File: src/rtl/cmd_spi_receiver.sv
// rtl/cmd_spi_receiver.sv - SPI mode-0 command receiver with latch-pulse output stage
// Defining CMD_PARITY_EN adds a 33rd odd-parity bit to every frame and to readback.
`timescale 1ns/1ps
module cmd_spi_receiver #(
    parameter int LATCH_HOLD  = 4,
    parameter int SYNC_STAGES = 2
) (
    input  logic        clock,
    input  logic        reset_n,
    input  logic        spi_sck,
    input  logic        spi_csn,
    input  logic        spi_mosi,
    output logic        spi_miso,
    output logic [31:0] cmd_data,
    output logic        latch_data,
    output logic        frame_error,
    output logic [7:0]  err_count
);

`ifdef CMD_PARITY_EN
    localparam int FRAME_BITS = 33;
`else
    localparam int FRAME_BITS = 32;
`endif

    localparam logic [0:0] RX_IDLE  = 1'b0;
    localparam logic [0:0] RX_SHIFT = 1'b1;

    localparam logic [1:0] OUT_IDLE = 2'd0;
    localparam logic [1:0] OUT_HOLD = 2'd1;
    localparam logic [1:0] OUT_GAP  = 2'd2;

    logic [SYNC_STAGES-1:0] sck_sync;
    logic [SYNC_STAGES-1:0] csn_sync;
    logic [SYNC_STAGES-1:0] mosi_sync;
    logic                   sck_hist;
    logic                   csn_hist;

    logic sck_s;
    logic csn_s;
    logic mosi_s;
    logic sck_rise;
    logic sck_fall;
    logic csn_fall;
    logic csn_rise;

    logic [0:0]            rx_state;
    logic [5:0]            bit_cnt;
    logic [FRAME_BITS-1:0] rx_shift;
    logic [FRAME_BITS-1:0] tx_shift;
    logic [FRAME_BITS-1:0] tx_load;
    logic [31:0]           rx_word;
    logic                  frame_ok;
    logic                  frame_end;
    logic                  word_valid;
    logic                  frame_reject;

    logic [1:0]  out_state;
    logic [3:0]  hold_cnt;
    logic        pend_valid;
    logic [31:0] pend_data;
    logic        out_idle;
    logic        pend_take;
    logic        pend_store;
    logic        overrun;
    logic        err_evt;

    // csn history resets high so a released bus never looks like a frame start.
    always_ff @(posedge clock or negedge reset_n) begin
        if (!reset_n) begin
            sck_sync  <= '0;
            csn_sync  <= '1;
            mosi_sync <= '0;
            sck_hist  <= 1'b0;
            csn_hist  <= 1'b1;
        end else begin
            sck_sync  <= {sck_sync[SYNC_STAGES-2:0], spi_sck};
            csn_sync  <= {csn_sync[SYNC_STAGES-2:0], spi_csn};
            mosi_sync <= {mosi_sync[SYNC_STAGES-2:0], spi_mosi};
            sck_hist  <= sck_sync[SYNC_STAGES-1];
            csn_hist  <= csn_sync[SYNC_STAGES-1];
        end
    end

    assign sck_s    = sck_sync[SYNC_STAGES-1];
    assign csn_s    = csn_sync[SYNC_STAGES-1];
    assign mosi_s   = mosi_sync[SYNC_STAGES-1];
    assign sck_rise = sck_s & ~sck_hist;
    assign sck_fall = ~sck_s & sck_hist;
    assign csn_fall = ~csn_s & csn_hist;
    assign csn_rise = csn_s & ~csn_hist;

`ifdef CMD_PARITY_EN
    assign rx_word  = rx_shift[32:1];
    assign frame_ok = (bit_cnt == 6'(FRAME_BITS)) && (^rx_shift);
    assign tx_load  = {cmd_data, ~^cmd_data};
`else
    assign rx_word  = rx_shift;
    assign frame_ok = (bit_cnt == 6'(FRAME_BITS));
    assign tx_load  = cmd_data;
`endif

    assign frame_end    = (rx_state == RX_SHIFT) && csn_rise;
    assign word_valid   = frame_end && frame_ok;
    assign frame_reject = frame_end && !frame_ok;
    assign spi_miso     = tx_shift[FRAME_BITS-1];

    always_ff @(posedge clock or negedge reset_n) begin
        if (!reset_n) begin
            rx_state <= RX_IDLE;
            bit_cnt  <= '0;
            rx_shift <= '0;
            tx_shift <= '0;
        end else begin
            case (rx_state)
                RX_IDLE: begin
                    if (csn_fall) begin
                        rx_state <= RX_SHIFT;
                        bit_cnt  <= '0;
                        tx_shift <= tx_load;
                    end
                end
                default: begin
                    if (csn_rise) begin
                        rx_state <= RX_IDLE;
                    end else begin
                        if (sck_rise) begin
                            rx_shift <= {rx_shift[FRAME_BITS-2:0], mosi_s};
                            if (bit_cnt != 6'd63) begin
                                bit_cnt <= bit_cnt + 6'd1;
                            end
                        end
                        if (sck_fall) begin
                            tx_shift <= {tx_shift[FRAME_BITS-2:0], 1'b0};
                        end
                    end
                end
            endcase
        end
    end

    // A finished word bypasses pending when the output stage is idle and empty.
    assign out_idle   = (out_state == OUT_IDLE);
    assign pend_take  = out_idle && pend_valid;
    assign overrun    = word_valid && pend_valid && !out_idle;
    assign pend_store = word_valid && !overrun && !(out_idle && !pend_valid);
    assign err_evt    = frame_reject || overrun;

    always_ff @(posedge clock or negedge reset_n) begin
        if (!reset_n) begin
            out_state  <= OUT_IDLE;
            hold_cnt   <= '0;
            latch_data <= 1'b0;
            cmd_data   <= '0;
            pend_valid <= 1'b0;
            pend_data  <= '0;
        end else begin
            case (out_state)
                OUT_IDLE: begin
                    if (pend_valid || word_valid) begin
                        cmd_data   <= pend_valid ? pend_data : rx_word;
                        latch_data <= 1'b1;
                        hold_cnt   <= 4'(LATCH_HOLD);
                        out_state  <= OUT_HOLD;
                    end
                end
                OUT_HOLD: begin
                    // Dropping on the last count keeps the high time at exactly LATCH_HOLD.
                    if (hold_cnt == 4'd1) begin
                        hold_cnt   <= '0;
                        latch_data <= 1'b0;
                        out_state  <= OUT_GAP;
                    end else begin
                        hold_cnt <= hold_cnt - 4'd1;
                    end
                end
                default: begin
                    out_state <= OUT_IDLE;
                end
            endcase

            if (pend_store) begin
                pend_valid <= 1'b1;
                pend_data  <= rx_word;
            end else if (pend_take) begin
                pend_valid <= 1'b0;
            end
        end
    end

    always_ff @(posedge clock or negedge reset_n) begin
        if (!reset_n) begin
            frame_error <= 1'b0;
            err_count   <= '0;
        end else begin
            frame_error <= err_evt;
            if (err_evt && (err_count != 8'hFF)) begin
                err_count <= err_count + 8'd1;
            end
        end
    end

endmodule
File: config.mk
export PLATFORM = sky130hd
export DESIGN_NAME = cmd_spi_receiver
export DESIGN_NICKNAME = d
export VERILOG_FILES = /design/src/rtl/cmd_spi_receiver.sv
export SDC_FILE = /design/constraint.sdc
export NUM_CORES = 1
export LEC_CHECK = 0
export CAP_MARGIN = 15
export CORE_MARGIN = 2
export CORE_UTILIZATION = 59
export CTS_CLUSTER_DIAMETER = 100
export DETAILED_ROUTE_END_ITERATION = 7
export PLACE_DENSITY_LB_ADDON = 0.08
export SLEW_MARGIN = 20
export SYNTH_ARGS = -nofsm -noshare
export SYNTH_HDL_FRONTEND = slang
export SYNTH_SLANG_ARGS = --single-unit
File: constraint.sdc
create_clock -name clock -period 2.4 [get_ports clock]
set_clock_uncertainty 0.05 [all_clocks]
set_input_delay 0.48 -clock clock [delete_from_list [all_inputs] [get_ports clock]]
set_output_delay 0.48 -clock clock [all_outputs]
set_load 0.1 [all_outputs]
Word level (Yosys, flattened, before mapping)
Index checks and enable logic that the tools add are counted.

word-level totals
  register bits after elaboration = 160
  output and inout bits = 43

cells by class
  add/subtract/negate cells = 3
  eq/ne operators = 11
  multiplexer cells = 24
  bitwise logic cells = 9
  reductions and logical operators = 28

operators with widths
  cell                   number
  $mux W32               5
  $mux W6                5
  $logic_and A1 B1 Y1    10
  $reduce_and A3 Y1      3
  $add A8 B1 Y8 const B  1
  $mux W4                2
  $ne A2 B2 Y1 const B   4
  $ne A8 B8 Y1 const B   1
  $pmux W4 S2            1
  $mux W1                7
  $add A6 B1 Y6 const B  1
  $eq A6 B6 Y1 const B   1
  $ne A6 B6 Y1 const B   1
  $reduce_and A2 Y1      3
  $reduce_bool A2 Y1     3
  $logic_not A1 Y1       5
  $not A1 Y1             5
  $and A1 B1 Y1          4
  $eq A4 B1 Y1 const B   1
  $mux W2                2
  $ne A2 B1 Y1 const B   2
  $pmux W2 S2            1
  $reduce_and A4 Y1      1
  $sub A4 B1 Y4 const B  1
  other kinds (4)        5

Logic depth before layout (Yosys ltp)
Gate-level depths: netlist of run 1.

  depth after elaboration = 10
  depth in mapped cells = 6
  gate-level depth less buffers = 6

Least setup slack after synthesis of run 1
No wires, ideal clock.

  kind = register to register
  start point = register err_count[4]
  end point = register err_count[1]
  library setup time = 0.126 ns
  arrival time = 1.944 ns
  setup slack = 0.280 ns
  stages on the path, launching flop included = 5
  path buffers = 0
  period minus slack after synthesis = 2.120 ns
  cell sequence = dfrtp_1 > and3_1 > nand3_1 > o21ai_1 > mux2_2

on the way
  word-level cells in the longest chain between the ends = 2

RTL lines
  what                      line  source
  start: declaration        17    output logic [7:0] err_count
  start signal: assignment  198   err_count <= err_count + 8'd1;
  $ne A8 B8 Y1              197   if (err_evt && (err_count != 8'hFF)) begin
  $logic_and A1 B1 Y1       197

Every way passes these cells.
A chain may end at the register's enable or synchronous reset.

Worst setup path in the final report of run 1
  start point = register bit_cnt[2]
  end point = register cmd_data[26]

on the way
  word-level cells in the longest chain between the ends = 4

RTL lines
  what                         line  source
  start: declaration           48    logic [5:0] bit_cnt;
  start signal: assignment     130   bit_cnt <= bit_cnt + 6'd1;
  $eq A6 B6 Y1                 99    assign frame_ok = (bit_cnt == 6'(FRAME_BITS));
  $logic_and A1 B1 Y1          104   assign word_valid = frame_end && frame_ok;
  $logic_or A1 B1 Y1           160   if (pend_valid || word_valid) begin
  $reduce_and A2 Y1 (no line)  n/a
  end signal: assignment       161   cmd_data <= pend_valid ? pend_data : rx_word;
  end: declaration             14    output logic [31:0] cmd_data,

Every way passes these cells.

==> flow_summary.json, run 1 <==
{
  "status": "finished, violations left",
  "failed_checks": "DRC, hold timing",
  "routed_wirelength_microns": 12100,
  "syn_area_sq_um": 7010,
  "remaining_drc_errors": 2,
  "grt_start_max_net_pins": 67,
  "yosys_register_bits": 160,
  "cts-buffers-inserted": 17,
  "routed_via_density": 5.66,
  "die_area_sq_um": 12800,
  "drv_slew": 0,
  "antenna_cells": 0,
  "fin_crit_sh_pct": 86.9,
  "synth_top_area_share_pct": 56.1,
  "synthFlopType": "dfrtp_1",
  "cts_sinks": 160,
  "min_period_ns": 2.09,
  "ir_drop_mv": 1.01,
  "dpl-instance-area_sq_um": 7560,
  "drt_iter0_markers": 228,
  "critPathSlowestCell": "dfrtp_1",
  "arrival_ns": 2.34,
  "crit_family": "simple AND/OR/NAND/NOR gates",
  "max_freq_mhz": 479,
  "r2r-end": "cmd_data[26]",
  "min_path_type": "in2async",
  "reg2reg_slack_ns": 0.31,
  "synth.distinct_cells": 45,
  "core_sq_um": 11500,
  "fillers": 823,
  "drive_gt1_share_pct": 44.8,
  "critPathCaptureType": "flip-flop",
  "postCtsSetupRepairBufs": 0,
  "clkTransAtPathRegs_ns": 0.06,
  "grt_pass1_wl_microns": 20900,
  "critPathKind": "reg2reg",
  "yosysSeqAreaShare_pct": 57.2,
  "crit_start": "bit_cnt[2]",
  "cp_slowest_stage_delay_ns": 0.45,
  "antenna_found_initial": 0,
  "routedWlPerCell_microns": 17.4,
  "fin_nets": 551,
  "relSlewSlack_pct": 54.7,
  "cp_num_buf_inv": 1,
  "clock_latency_ns": 0.42,
  "grt_setup_unrepaired": "false",
  "fin_util_pct": 70.7,
  "setup_viol": 0,
  "root_buffer": "clkbuf_16",
  "dieWidth_microns": 113,
  "track_usage_pct": 21.1,
  "routabilityCongestion": 0.786,
  "synth_fp_nets": 492,
  "holdWs_ns": -0.00469,
  "overflow": 0,
  "vias": 3944,
  "reg2reg_from": "bit_cnt[2]",
  "yosys_warnings": 0,
  "required_ns": 2.65,
  "synth_commonest_cells": "dfrtp_1 (157), mux2_2 (155), mux2_1 (37)",
  "avgSynthCellArea_sq_um": 14.5,
  "hpwl_microns": 7890,
  "hold_viol_final": 2,
  "start_util_pct": 60.9,
  "dieHeight_microns": 113,
  "portBuffers": 47,
  "p_leak_nw": 4.18,
  "setup_tns_ns": 0,
  "pin_count": 48,
  "grt_pass1_vias": 4138,
  "synth_top_area_cell": "dfrtp_1",
  "core.rowCount": 39,
  "async_flop_share_pct": 100,
  "synth_area_leaders": "dfrtp_1 (56%), mux2_2 (25%), mux2_1 (5.9%)",
  "crit_chain": "nor4b_4 > a31oi_2 > nor2_4 > buf_12 > mux2_2",
  "cts_buffer_depth": 2,
  "maxCapViolCount": 0,
  "cp-start-kind": "flip-flop",
  "antenna_left": 0,
  "final_area_sq_um": 8140,
  "holdBufCountCts": 0,
  "cts-resized-gates": 0,
  "worst_pin_slew_ns": 0.662,
  "critPathMaxFanout": 28,
  "yosysMostFrequentCell": "dfrtp_1",
  "cts_tree": "done",
  "rr_worst_depth": 5,
  "htreeDepth": 4,
  "area_growth_pct": 16.2,
  "synth-edff-count": 0,
  "postSynthCellCount": 482,
  "powerDensity_nw_per_um2": 790,
  "dr.pass1.iters": 6
}
[metrics by stage]
stage / std cells / total power, mW / setup slack (ns)
final: 697 / 6.43 / 0.313
after global routing: 697 / 6.69 / 0.139
after CTS: 697 / 6.50 / 0.320
after detailed placement: 665 / 3.81 / 0.330
after global placement: 665 / 3.79 / 0.394
after floorplan: 482 / 3.58 / 0.280
[worst max path at each step]
stage | to | depth (start not counted)
after global routing | bit_cnt[5] | 5
after CTS | cmd_data[12] | 5
after global placement | cmd_data[16] | 5
final | cmd_data[26] | 5
after detailed placement | cmd_data[12] | 5
after floorplan | err_count[1] | 4
[placed cells by master, fill, tap and decap left out, types with 3 or more instances in the layout]
cell type	synthesis	routed
clkinv_2	0	3
nand2b_1	9	9
mux2i_1	4	4
bufinv_16	0	3
clkdlybuf4s50_1	0	3
a21oi_1	4	4
nand4_1	3	3
nor3_1	3	3
mux2_2	155	155
dfrtp_1	157	157
nand2_1	11	11
nand3_1	4	4
ha_1	5	5
o21ai_0	6	6
nor2_1	4	4
inv_1	11	11
and3_1	5	5
clkbuf_16	0	17
nor2b_1	4	4
o22ai_1	4	4
xor2_1	3	3
mux2_1	37	37
buf_4	3	56
dfstp_2	3	3
clkbuf_1	5	7
[flip-flops by register name, summed over array words and instances, names as in the netlist, 4 cells and up]
register	count
err_count	8
tx_shift	32
rx_shift	32
bit_cnt	6
pend_data	32
cmd_data	32
hold_cnt	4
[layer usage]
metal  share of wire (%)  vias up  global-route usage, %
li1                    -     1845                      -
met1                  45     2022                   27.4
met2                  49       62                   34.1
met3                 3.9       15                   7.07
met4                 1.4        0                   6.67
met5                   0        -                      0
[cells by family after synthesis]
kind of cell / share of synthesized area (%)
buffers and inverters: 2.45
and+or+nand+nor: 4.66
DFF: 57.2
muxes: 31.4
xor gates and xnor gates: 0.625
adders and majority gates: 1.04
AOI/OAI and AO/OA: 2.64
[layout make-up]
class / instances / area, sq um / area share, %
Multi-Input combinational cell: 289 / 2830 / 34.8
Inverter: 11 / 41.3 / 0.507
Clock inverter: 6 / 105 / 1.29
Tap cell: 143 / 179 / 2.20
Sequential cell: 160 / 4010 / 49.2
Timing Repair Buffer: 62 / 502 / 6.16
Clock buffer: 26 / 479 / 5.88
[power breakdown]
| group | switching (mW) | internal [mW] |
|---|---|---|
| Combinational | 0.548 | 0.270 |
| Clock | 0.980 | 1.69 |
| Sequential | 0.129 | 2.82 |
| Total | 1.66 | 4.77 |
No activity file was read; power rests on OpenSTA's default activity.
==> run 2: changes to the inputs <==
--- a/config.mk
+++ b/config.mk
@@ -10,7 +10,7 @@
 export CORE_UTILIZATION = 59
 export CTS_CLUSTER_DIAMETER = 100
 export DETAILED_ROUTE_END_ITERATION = 7
-export PLACE_DENSITY_LB_ADDON = 0.08
+export PLACE_DENSITY = 0.89
 export SLEW_MARGIN = 20
 export SYNTH_ARGS = -nofsm -noshare
 export SYNTH_HDL_FRONTEND = slang
==> run 2 against run 1 <==
Net effect: the flow finishes with violations (DRC); sequential power about the same; critical path depth unchanged; flip-flop and latch count unchanged; critical endpoint is now cmd_data[21]; routed wire length increased by 5.6%.
==> flow_summary.json, run 2 (synthesized netlist as in run 1, its figures left out) <==
{
  "htreeDepth": 4,
  "drive_gt1_share_pct": 45.1,
  "power_mw": 6.51,
  "clock_latency_ns": 0.42,
  "final_cell_mix": "dfrtp_1 (157), mux2_2 (155), buf_4 (55)",
  "stdcell_count": 697,
  "postCtsSetupRepairBufs": 0,
  "area_growth_pct": 16.5,
  "maxCapViolCount": 0,
  "antenna_left": 0,
  "failed_checks": "DRC",
  "arrival_ns": 2.34,
  "worst_slack_ns": 0.320,
  "min_path_type": "reg2reg",
  "routedWlPerCell_microns": 18.4,
  "p_leak_nw": 4.17,
  "routed_wirelength_microns": 12800,
  "grt_pass1_wl_microns": 22400,
  "status": "finished, violations left",
  "holdBufCountCts": 1,
  "cts-buffers-inserted": 17,
  "setup_tns_ns": 0,
  "drv_slew": 0,
  "die_area_sq_um": 12800,
  "relSlewSlack_pct": 53.9,
  "min_period_ns": 2.08,
  "dieHeight_microns": 113,
  "required_ns": 2.66,
  "critPathCaptureType": "flip-flop",
  "powerDensity_nw_per_um2": 797,
  "routed_via_density": 5.92,
  "grt_pass1_vias": 4499,
  "ir_drop_mv": 1.01,
  "dr.pass1.iters": 6,
  "root_buffer": "clkbuf_16",
  "grt_setup_unrepaired": "false",
  "overflow": 0,
  "critPathMaxFanout": 30,
  "remaining_drc_errors": 1,
  "core_sq_um": 11500,
  "hpwl_microns": 8440,
  "hold_viol_final": 0,
  "setup_viol": 0,
  "antenna_found_initial": 0,
  "track_usage_pct": 22.4,
  "drt_iter0_markers": 178,
  "core.rowCount": 39,
  "fin_crit_sh_pct": 86.7,
  "place_ws_ns": 0.351,
  "place_inst": 664,
  "cts-resized-gates": 0,
  "clkTransAtPathRegs_ns": 0.06,
  "max_freq_mhz": 481,
  "pin_count": 48,
  "antenna_cells": 0,
  "worst_pin_slew_ns": 0.674,
  "holdWs_ns": 0.299,
  "vias": 4126,
  "cts_tree": "done",
  "start_util_pct": 60.9,
  "mostFrequentLayoutCell": "dfrtp_1",
  "cp-start-kind": "flip-flop",
  "fin_nets": 551,
  "routabilityCongestion": 0.782,
  "critPathKind": "reg2reg",
  "dieWidth_microns": 113,
  "portBuffers": 47,
  "cts_buffer_depth": 2,
  "grt_start_max_net_pins": 54,
  "cts_sinks": 160
}
[run 2: cell types whose count changed in the layout (fill, tap and decap cells not counted), sizes merged]
cell,before,now
dlygate4sd3,0,1
clkinv,3,1
clkbuf,26,23
buf,59,58
clkinvlp,0,5
[run 2: layout make-up]
cell class / instances / area [sq um]
well taps: 143 / 179
flip-flops and latches: 160 / 4010
repair buffers: 62 / 504
clock inverters: 9 / 133
inverters: 11 / 41.3
clock buffers: 23 / 468
multi-input cells: 289 / 2830
fillers: 713 / 3350
[run 2: path summary, 6_finish.rpt]
kind / cells past startpoint / slack [ns] / endpoint / from
worst min register to register: 0 / 0.30 / sck_sync[1] / sck_sync[0]
worst max-delay path: 5 / 0.32 / cmd_data[21] / bit_cnt[2]
min in group asynchronous: 2 / 0.51 / pend_data[7] / reset_n
max in group asynchronous: 3 / 1.06 / csn_sync[1] / reset_n
worst max register to register: 5 / 0.32 / cmd_data[21] / bit_cnt[2]
worst min-delay path: 0 / 0.30 / sck_sync[1] / sck_sync[0]
[run 2: worst max-delay path: stages, from the launching register on]
cell     delay [ns]
dfrtp_1        0.47
nor4b_4        0.38
a31oi_2        0.21
nor2_4         0.24
buf_12         0.25
mux2_2         0.36
[run 2: metrics by stage]
stage / cell area, sq um / utilization, %
3_3_place_gp: 7550 / 65.6
3_5_place_dp: 7550 / 65.6
4_1_cts: 8160 / 70.9
6_report: 8160 / 70.9
2_1_floorplan: 7010 / -
5_1_grt: 8160 / 70.9
[run 2: routing by layer]
metal | wire length, microns | up-vias | GRT usage (%)
met5 | 0 | - | 0
met4 | 338 | 0 | 11.3
met3 | 455 | 27 | 4.82
met2 | 6620 | 101 | 37.1
met1 | 5420 | 2148 | 28.0
li1 | - | 1850 | -
[run 2: where the power goes]
part           internal, mW  total [mW]  leakage (nW)  switching [mW]
Sequential             2.82        2.96          2.19           0.143
Clock                  1.69        2.72         0.276            1.03
Combinational         0.271       0.827          1.70           0.556
